## config.mk

```make
export PLATFORM = sky130hd
export DESIGN_NAME = systolic_skew_feeder
export DESIGN_NICKNAME = d
export VERILOG_FILES = /design/src/rtl/systolic_skew_feeder.sv
export SDC_FILE = /design/constraint.sdc
export NUM_CORES = 1
export LEC_CHECK = 0
export CAP_MARGIN = 10
export CORE_MARGIN = 10
export CORE_UTILIZATION = 50
export CTS_CLUSTER_SIZE = 14
export DETAILED_ROUTE_END_ITERATION = 16
export PLACE_DENSITY = 0.68
export SYNTH_ARGS = -nofsm -noshare
export SYNTH_HDL_FRONTEND = slang
export SYNTH_SLANG_ARGS = --single-unit
```

## constraint.sdc

```tcl
create_clock -name clk -period 3.42 [get_ports clk]
set_clock_uncertainty 0.1 [all_clocks]
set_input_delay 0.342 -clock clk [delete_from_list [all_inputs] [get_ports clk]]
set_output_delay 0.342 -clock clk [all_outputs]
set_load 0.02 [all_outputs]
```

## src/rtl/systolic_skew_feeder.sv

```systemverilog
// Skew feeder for the 4x4 systolic multiplier.
// Buffers A rows / B columns and emits the diagonal wavefront.
module systolic_skew_feeder #(
    parameter int DW           = 8,
    parameter int DRAIN_CYCLES = 3
) (
    input  logic          clk,
    input  logic          reset,
    input  logic          ld_valid,
    output logic          ld_ready,
    input  logic [4*DW-1:0] ld_a_row,
    input  logic [4*DW-1:0] ld_b_col,
    output logic [DW-1:0] a1,
    output logic [DW-1:0] a2,
    output logic [DW-1:0] a3,
    output logic [DW-1:0] a4,
    output logic [DW-1:0] b1,
    output logic [DW-1:0] b2,
    output logic [DW-1:0] b3,
    output logic [DW-1:0] b4,
    output logic          acc_clr,
    output logic          busy,
    output logic          done
);

    typedef enum logic [2:0] {
        S_IDLE,
        S_CLEAR,
        S_STREAM,
        S_DRAIN,
        S_DONE
    } state_e;

    localparam int SMAX = (DRAIN_CYCLES > 7) ? DRAIN_CYCLES : 7;
    localparam int SW   = $clog2(SMAX);
    localparam logic [SW-1:0] STEP_LAST  = SW'(6);
    localparam logic [SW-1:0] DRAIN_LAST =
        SW'((DRAIN_CYCLES > 0) ? DRAIN_CYCLES - 1 : 0);

    state_e          state_q, state_d;
    logic [1:0]      cnt_q, cnt_d;
    logic [SW-1:0]   step_q, step_d;
    logic [4*DW-1:0] a_buf_q [4];
    logic [4*DW-1:0] a_buf_d [4];
    logic [4*DW-1:0] b_buf_q [4];
    logic [4*DW-1:0] b_buf_d [4];
    logic [DW-1:0]   a_q [4];
    logic [DW-1:0]   a_d [4];
    logic [DW-1:0]   b_q [4];
    logic [DW-1:0]   b_d [4];
    logic            accept;

    assign accept = ld_valid && ld_ready;

    // State, counters, buffers and registered streams.
    always_ff @(posedge clk or negedge reset) begin
        if (!reset) begin
            state_q <= S_IDLE;
            cnt_q   <= '0;
            step_q  <= '0;
            for (int i = 0; i < 4; i++) begin
                a_buf_q[i] <= '0;
                b_buf_q[i] <= '0;
                a_q[i]     <= '0;
                b_q[i]     <= '0;
            end
        end else begin
            state_q <= state_d;
            cnt_q   <= cnt_d;
            step_q  <= step_d;
            for (int i = 0; i < 4; i++) begin
                a_buf_q[i] <= a_buf_d[i];
                b_buf_q[i] <= b_buf_d[i];
                a_q[i]     <= a_d[i];
                b_q[i]     <= b_d[i];
            end
        end
    end

    // Next state: load beats in IDLE, then step through the job phases.
    always_comb begin
        state_d = state_q;
        cnt_d   = cnt_q;
        step_d  = step_q;
        a_buf_d = a_buf_q;
        b_buf_d = b_buf_q;
        unique case (state_q)
            S_IDLE: begin
                if (accept) begin
                    a_buf_d[cnt_q] = ld_a_row;
                    b_buf_d[cnt_q] = ld_b_col;
                    cnt_d          = cnt_q + 2'd1;
                    if (cnt_q == 2'd3) begin
                        state_d = S_CLEAR;
                    end
                end
            end
            S_CLEAR: begin
                state_d = S_STREAM;
                step_d  = '0;
            end
            S_STREAM: begin
                if (step_q == STEP_LAST) begin
                    step_d  = '0;
                    state_d = (DRAIN_CYCLES == 0) ? S_DONE : S_DRAIN;
                end else begin
                    step_d = step_q + SW'(1);
                end
            end
            S_DRAIN: begin
                if (step_q == DRAIN_LAST) begin
                    step_d  = '0;
                    state_d = S_DONE;
                end else begin
                    step_d = step_q + SW'(1);
                end
            end
            S_DONE: begin
                state_d = S_IDLE;
            end
            default: begin
                state_d = S_IDLE;
            end
        endcase
    end

    // Skewed vector for the upcoming stream step: lane k lags by k.
    always_comb begin
        for (int k = 0; k < 4; k++) begin
            a_d[k] = '0;
            b_d[k] = '0;
        end
        if (state_d == S_STREAM) begin
            for (int k = 0; k < 4; k++) begin
                for (int j = 0; j < 4; j++) begin
                    if (int'(step_d) == k + j) begin
                        a_d[k] = a_buf_q[k][DW*j +: DW];
                        b_d[k] = b_buf_q[k][DW*j +: DW];
                    end
                end
            end
        end
    end

    // Status and handshake outputs decoded from the current state.
    always_comb begin
        ld_ready = (state_q == S_IDLE) && reset;
        acc_clr  = (state_q == S_CLEAR);
        busy     = (state_q != S_IDLE);
        done     = (state_q == S_DONE);
    end

    assign a1 = a_q[0];
    assign a2 = a_q[1];
    assign a3 = a_q[2];
    assign a4 = a_q[3];
    assign b1 = b_q[0];
    assign b2 = b_q[1];
    assign b3 = b_q[2];
    assign b4 = b_q[3];

endmodule

```

==> flow_results.xml <==
<?xml version="1.0" encoding="UTF-8"?>
<metrics>
  <group name="sta">
    <metric name="final-setup-viol-count" unit="">0</metric>
    <metric name="setup_total_negative_slack" unit="ns">0</metric>
    <metric name="final_hold_viol_count" unit="">0</metric>
    <metric name="final-max-slew-violation-count" unit="">0</metric>
    <metric name="grt_setup_unrepaired" unit="">no</metric>
    <metric name="finalCriticalPeriod" unit="ns">2.97</metric>
    <metric name="final_min_period_over_clock_period" unit="">0.868</metric>
    <metric name="fmax" unit="MHz">337</metric>
    <metric name="worstMarginPinSlew" unit="ns">1.23</metric>
    <metric name="slew-limit-headroom" unit="">0.178</metric>
  </group>
  <group name="power_and_ir_drop">
    <metric name="peakVddDrop" unit="uV">899</metric>
    <metric name="p_switching" unit="uW">7570</metric>
    <metric name="finalPower" unit="uW">18800</metric>
    <metric name="total_leakage_power" unit="uW">0.00782</metric>
    <metric name="p_per_area" unit="nW/um^2">1080</metric>
    <metric name="clock_power_share" unit="">0.204</metric>
    <metric name="power_frac_comb" unit="">0.459</metric>
    <metric name="internal-power" unit="uW">11300</metric>
    <metric name="power.share.sequential" unit="">0.337</metric>
    <metric name="switching_share" unit="">0.401</metric>
  </group>
  <group name="worst_setup_path">
    <metric name="r2r_setup_slack" unit="ns">0.45</metric>
    <metric name="cp.required" unit="ns">3.65</metric>
    <metric name="reg2reg_depth" unit="">8</metric>
    <metric name="critical_path.reg2reg.startpoint" unit="">step_q[0]</metric>
    <metric name="cp_slowest_cell" unit="">sky130_fd_sc_hd__nor3_4</metric>
    <metric name="endpoint_kind" unit="">flip-flop</metric>
    <metric name="critical_path_peak_fanout" unit="">16</metric>
    <metric name="crit_path_depth" unit="">8</metric>
    <metric name="worstSetupStartpointType" unit="">flip-flop</metric>
    <metric name="crit_buf_inv" unit="">2</metric>
    <metric name="ws_path_type" unit="">flip-flop to flip-flop</metric>
    <metric name="arrival" unit="ns">3.20</metric>
    <metric name="r2r_path_end" unit="">b1[6]</metric>
    <metric name="worst_path_dominant_cell_family" unit="">simple AND/OR/NAND/NOR gates</metric>
    <metric name="critPathMaxStageDelay" unit="ns">0.99</metric>
    <metric name="worstPathCellList" unit="">inv_1 &gt; ha_1 &gt; nand4bb_1 &gt; o311ai_1 &gt; nor2_4 &gt; inv_2 &gt; nor3_4 &gt; a2111oi_2</metric>
  </group>
  <group name="die">
    <metric name="std_cell_rows" unit="">62</metric>
    <metric name="io-pin-count" unit="">135</metric>
    <metric name="fp.dieArea" unit="sq um">36200</metric>
    <metric name="core_area" unit="sq um">28600</metric>
    <metric name="start_util" unit="">0.506</metric>
    <metric name="die-width" unit="um">190</metric>
    <metric name="chipHeight" unit="um">190</metric>
  </group>
  <group name="clock_tree">
    <metric name="clk_pin_slew" unit="ns">0.06</metric>
    <metric name="clock_latency_of_the_later_clocked_register_in_the_worst_skew_pair" unit="ns">0.52</metric>
    <metric name="clkSinkCount" unit="">328</metric>
    <metric name="post_cts.resized_instances" unit="">0</metric>
    <metric name="h_tree_lvls" unit="">2</metric>
    <metric name="cts-buffers-inserted" unit="">35</metric>
    <metric name="cts_post_setup_buffers_inserted" unit="">0</metric>
    <metric name="clockBufferDepth" unit="">3</metric>
    <metric name="tritoncts_clock_tree" unit="">built</metric>
    <metric name="clk_root_buffer_cell" unit="">sky130_fd_sc_hd__clkbuf_16</metric>
    <metric name="cts_hold_repair.buffers" unit="">1</metric>
  </group>
  <group name="grt">
    <metric name="track_usage" unit="">0.233</metric>
    <metric name="grt_pass1_vias" unit="">10000</metric>
    <metric name="grt_pass1_wl" unit="um">64700</metric>
    <metric name="grt-ovfl-total" unit="">0</metric>
    <metric name="pin_count_of_the_biggest_net_entering_global_routing" unit="">133</metric>
    <metric name="number_of_antenna_violations_at_the_first_check_in_global_routing" unit="">1</metric>
  </group>
  <group name="logic_synthesis">
    <metric name="synth_top_area_frac" unit="">0.567</metric>
    <metric name="synth.net_count" unit="">1177</metric>
    <metric name="synth_seq_area_share" unit="">0.567</metric>
    <metric name="synth-warning-count" unit="">0</metric>
    <metric name="synth.lib_cells_used.distinct" unit="">52</metric>
    <metric name="synth_area" unit="sq um">14500</metric>
    <metric name="ys_dominant_reg_cell" unit="">sky130_fd_sc_hd__dfrtp_1</metric>
    <metric name="postSynthRegisterBits" unit="">328</metric>
    <metric name="synthCells" unit="">1104</metric>
    <metric name="synthTopCellsByArea" unit="">sky130_fd_sc_hd__dfrtp_1 (57%), sky130_fd_sc_hd__mux2_2 (20%), sky130_fd_sc_hd__a21oi_1 (2.2%)</metric>
    <metric name="synth_enable_flop_cells" unit="">0</metric>
    <metric name="async_flop_share" unit="">1.00</metric>
    <metric name="syn_area_per_cell" unit="sq um">13.1</metric>
    <metric name="post-synth-top-area-cell" unit="">sky130_fd_sc_hd__dfrtp_1</metric>
  </group>
  <group name="layout">
    <metric name="area_growth_syn_to_layout" unit="%">20.0</metric>
    <metric name="nets" unit="">1291</metric>
    <metric name="diodes" unit="">0</metric>
    <metric name="layout_cells_sized_above_1" unit="">0.310</metric>
  </group>
  <group name="placement">
    <metric name="finalWeightedCongestion" unit="">0.878</metric>
    <metric name="dp_hpwl" unit="um">28000</metric>
    <metric name="buffer_ports.inserted" unit="">134</metric>
  </group>
  <group name="hold_path">
    <metric name="min-delay-start" unit="">b_buf_q[90]</metric>
    <metric name="worstHoldPathCells" unit="">1</metric>
    <metric name="hold_path.class" unit="">flip-flop to flip-flop</metric>
    <metric name="min_to" unit="">b2[2]</metric>
  </group>
  <group name="detailed_routing">
    <metric name="totalWireLength" unit="um">42200</metric>
    <metric name="drt-initial-drc-count" unit="">904</metric>
    <metric name="drt_drc_violations_left" unit="">0</metric>
    <metric name="ant_nets" unit="">0</metric>
    <metric name="detail_route.wl_per_cell" unit="um">25.9</metric>
    <metric name="avgViaCountPerCell" unit="">6.14</metric>
    <metric name="detailedRoute.firstPassIterationCount" unit="">5</metric>
    <metric name="vias" unit="">9993</metric>
  </group>
  <group name="flow_run">
    <metric name="cap_violations" unit="">0</metric>
  </group>
  <group name="run_status">
    <metric name="run_status" unit="">completed</metric>
  </group>
</metrics>
cell type report:
cell class                      instances  area [sq um]
Clock buffer                           53          1060
Inverter                               23          86.3
Sequential cell                       328          8210
Multi-Input combinational cell        656          5740
Fill cell                            2235         11200
Tap cell                              384           480
Clock inverter                         10           115
Timing Repair Buffer                  174          1690
cell usage after synthesis, types with 2 or more instances:
| cell | count |
|---|---|
| sky130_fd_sc_hd__and3_1 | 17 |
| sky130_fd_sc_hd__o31ai_1 | 32 |
| sky130_fd_sc_hd__inv_2 | 3 |
| sky130_fd_sc_hd__a21oi_1 | 65 |
| sky130_fd_sc_hd__o221ai_1 | 17 |
| sky130_fd_sc_hd__nor2_1 | 22 |
| sky130_fd_sc_hd__mux2_2 | 256 |
| sky130_fd_sc_hd__a2111oi_2 | 16 |
| sky130_fd_sc_hd__buf_6 | 5 |
| sky130_fd_sc_hd__nand3_1 | 16 |
| sky130_fd_sc_hd__o21ai_0 | 18 |
| sky130_fd_sc_hd__buf_1 | 2 |
| sky130_fd_sc_hd__dfrtp_1 | 328 |
| sky130_fd_sc_hd__a21o_1 | 33 |
| sky130_fd_sc_hd__nand4_1 | 33 |
| sky130_fd_sc_hd__inv_1 | 20 |
| sky130_fd_sc_hd__nand2b_1 | 4 |
| sky130_fd_sc_hd__buf_2 | 45 |
| sky130_fd_sc_hd__a31oi_1 | 17 |
| sky130_fd_sc_hd__a32o_1 | 16 |
| sky130_fd_sc_hd__o21bai_1 | 17 |
| sky130_fd_sc_hd__and2_1 | 2 |
| sky130_fd_sc_hd__a211o_1 | 16 |
| sky130_fd_sc_hd__nor2b_1 | 3 |
| sky130_fd_sc_hd__a211oi_1 | 16 |
| sky130_fd_sc_hd__ha_1 | 6 |
| sky130_fd_sc_hd__buf_4 | 5 |
| sky130_fd_sc_hd__nand2_1 | 11 |
| sky130_fd_sc_hd__clkbuf_1 | 39 |
| sky130_fd_sc_hd__nand4bb_1 | 2 |
flip-flops by register name, indices dropped and copies added (netlist names):
signal and cells:
a_buf_q 128, b_buf_q 128, a1 8, a2 8, a3 8, a4 8, b1 8, b2 8
b3 8, b4 8, state_q 3, step_q 3, cnt_q 2
layer usage:
| layer | vias to the layer above | global-route usage | wire length (um) |
|---|---|---|---|
| met5 | - | 0 | 0 |
| met4 | 0 | 0.0545 | 808 |
| met3 | 58 | 0.0625 | 3900 |
| met2 | 414 | 0.312 | 17400 |
| met1 | 5172 | 0.364 | 20000 |
| li1 | 4349 | - | - |
how the worst max path moves through the flow:
stage	endpoint	startpoint
final	b1[6]	step_q[0]
after global routing	b1[6]	step_q[0]
after CTS	b1[6]	step_q[0]
after detailed placement	a1[4]	step_q[0]
after global placement	a1[4]	step_q[0]
after floorplan	a1[0]	step_q[0]
through the flow:
stage / hold slack (ns) / util / worst slack, ns / area, sq um / instances
after CTS: 0.395 / 0.607 / 0.448 / 17400 / 1628
after floorplan: -0.0536 / - / 1.02 / 14500 / 1104
after global placement: 0.381 / 0.565 / 0.533 / 16200 / 1564
after detailed placement: 0.384 / 0.565 / 0.470 / 16200 / 1564
final: 0.396 / 0.607 / 0.451 / 17400 / 1628
after global routing: 0.406 / 0.607 / 0.309 / 17400 / 1628
worst reg2reg max path, cell delays in order, from the launching register on:
cell,delay (ns)
sky130_fd_sc_hd__dfrtp_1,0.45
sky130_fd_sc_hd__inv_1,0.09
sky130_fd_sc_hd__ha_1,0.40
sky130_fd_sc_hd__nand4bb_1,0.18
sky130_fd_sc_hd__o311ai_1,0.18
sky130_fd_sc_hd__nor2_4,0.14
sky130_fd_sc_hd__inv_2,0.06
sky130_fd_sc_hd__nor3_4,0.99
sky130_fd_sc_hd__a2111oi_2,0.19
cells in the final DEF (no fill, tap or decap), types with 5 or more instances in the layout:
cell	synthesis	final
sky130_fd_sc_hd__a21oi_1	65	65
sky130_fd_sc_hd__and3_1	17	17
sky130_fd_sc_hd__a21o_1	33	33
sky130_fd_sc_hd__a31oi_1	17	17
sky130_fd_sc_hd__inv_1	20	20
sky130_fd_sc_hd__nand2_2	1	5
sky130_fd_sc_hd__nand3_1	16	16
sky130_fd_sc_hd__mux2_2	256	256
sky130_fd_sc_hd__buf_4	5	36
sky130_fd_sc_hd__nor2_1	22	20
sky130_fd_sc_hd__o31ai_1	32	32
sky130_fd_sc_hd__o21bai_1	17	17
sky130_fd_sc_hd__clkinv_2	0	6
sky130_fd_sc_hd__o221ai_1	17	17
sky130_fd_sc_hd__a2111oi_2	16	16
sky130_fd_sc_hd__a32o_1	16	16
sky130_fd_sc_hd__a211oi_1	16	16
sky130_fd_sc_hd__clkbuf_8	0	10
sky130_fd_sc_hd__clkdlybuf4s50_1	0	133
sky130_fd_sc_hd__clkbuf_16	0	36
sky130_fd_sc_hd__dfrtp_1	328	328
sky130_fd_sc_hd__nand4_1	33	33
sky130_fd_sc_hd__nand2_1	11	7
sky130_fd_sc_hd__a211o_1	16	16
sky130_fd_sc_hd__ha_1	6	6
sky130_fd_sc_hd__o21ai_0	18	18
sky130_fd_sc_hd__clkbuf_1	39	7
logic make-up after synthesis:
logic type / Yosys count / synth area share
adders and majority gates: 6 / 0.00518
buffers and inverters: 120 / 0.0390
muxes: 257 / 0.200
DFF: 328 / 0.567
and+or+nand+nor: 119 / 0.0474
AOI/OAI and AO/OA: 273 / 0.142
xor gates and xnor gates: 1 / 0.000605
power groups by stage:
stage                     logic, uW  registers, uW  clock network, uW
final                          8650           6360               3840
after global routing           9370           6520               4070
after CTS                      8620           6330               3900
after detailed placement       8570           6390                  0
after global placement         8420           6340                  0
after floorplan                5850           6230                  0
No activity file was read; power rests on OpenSTA's default activity.
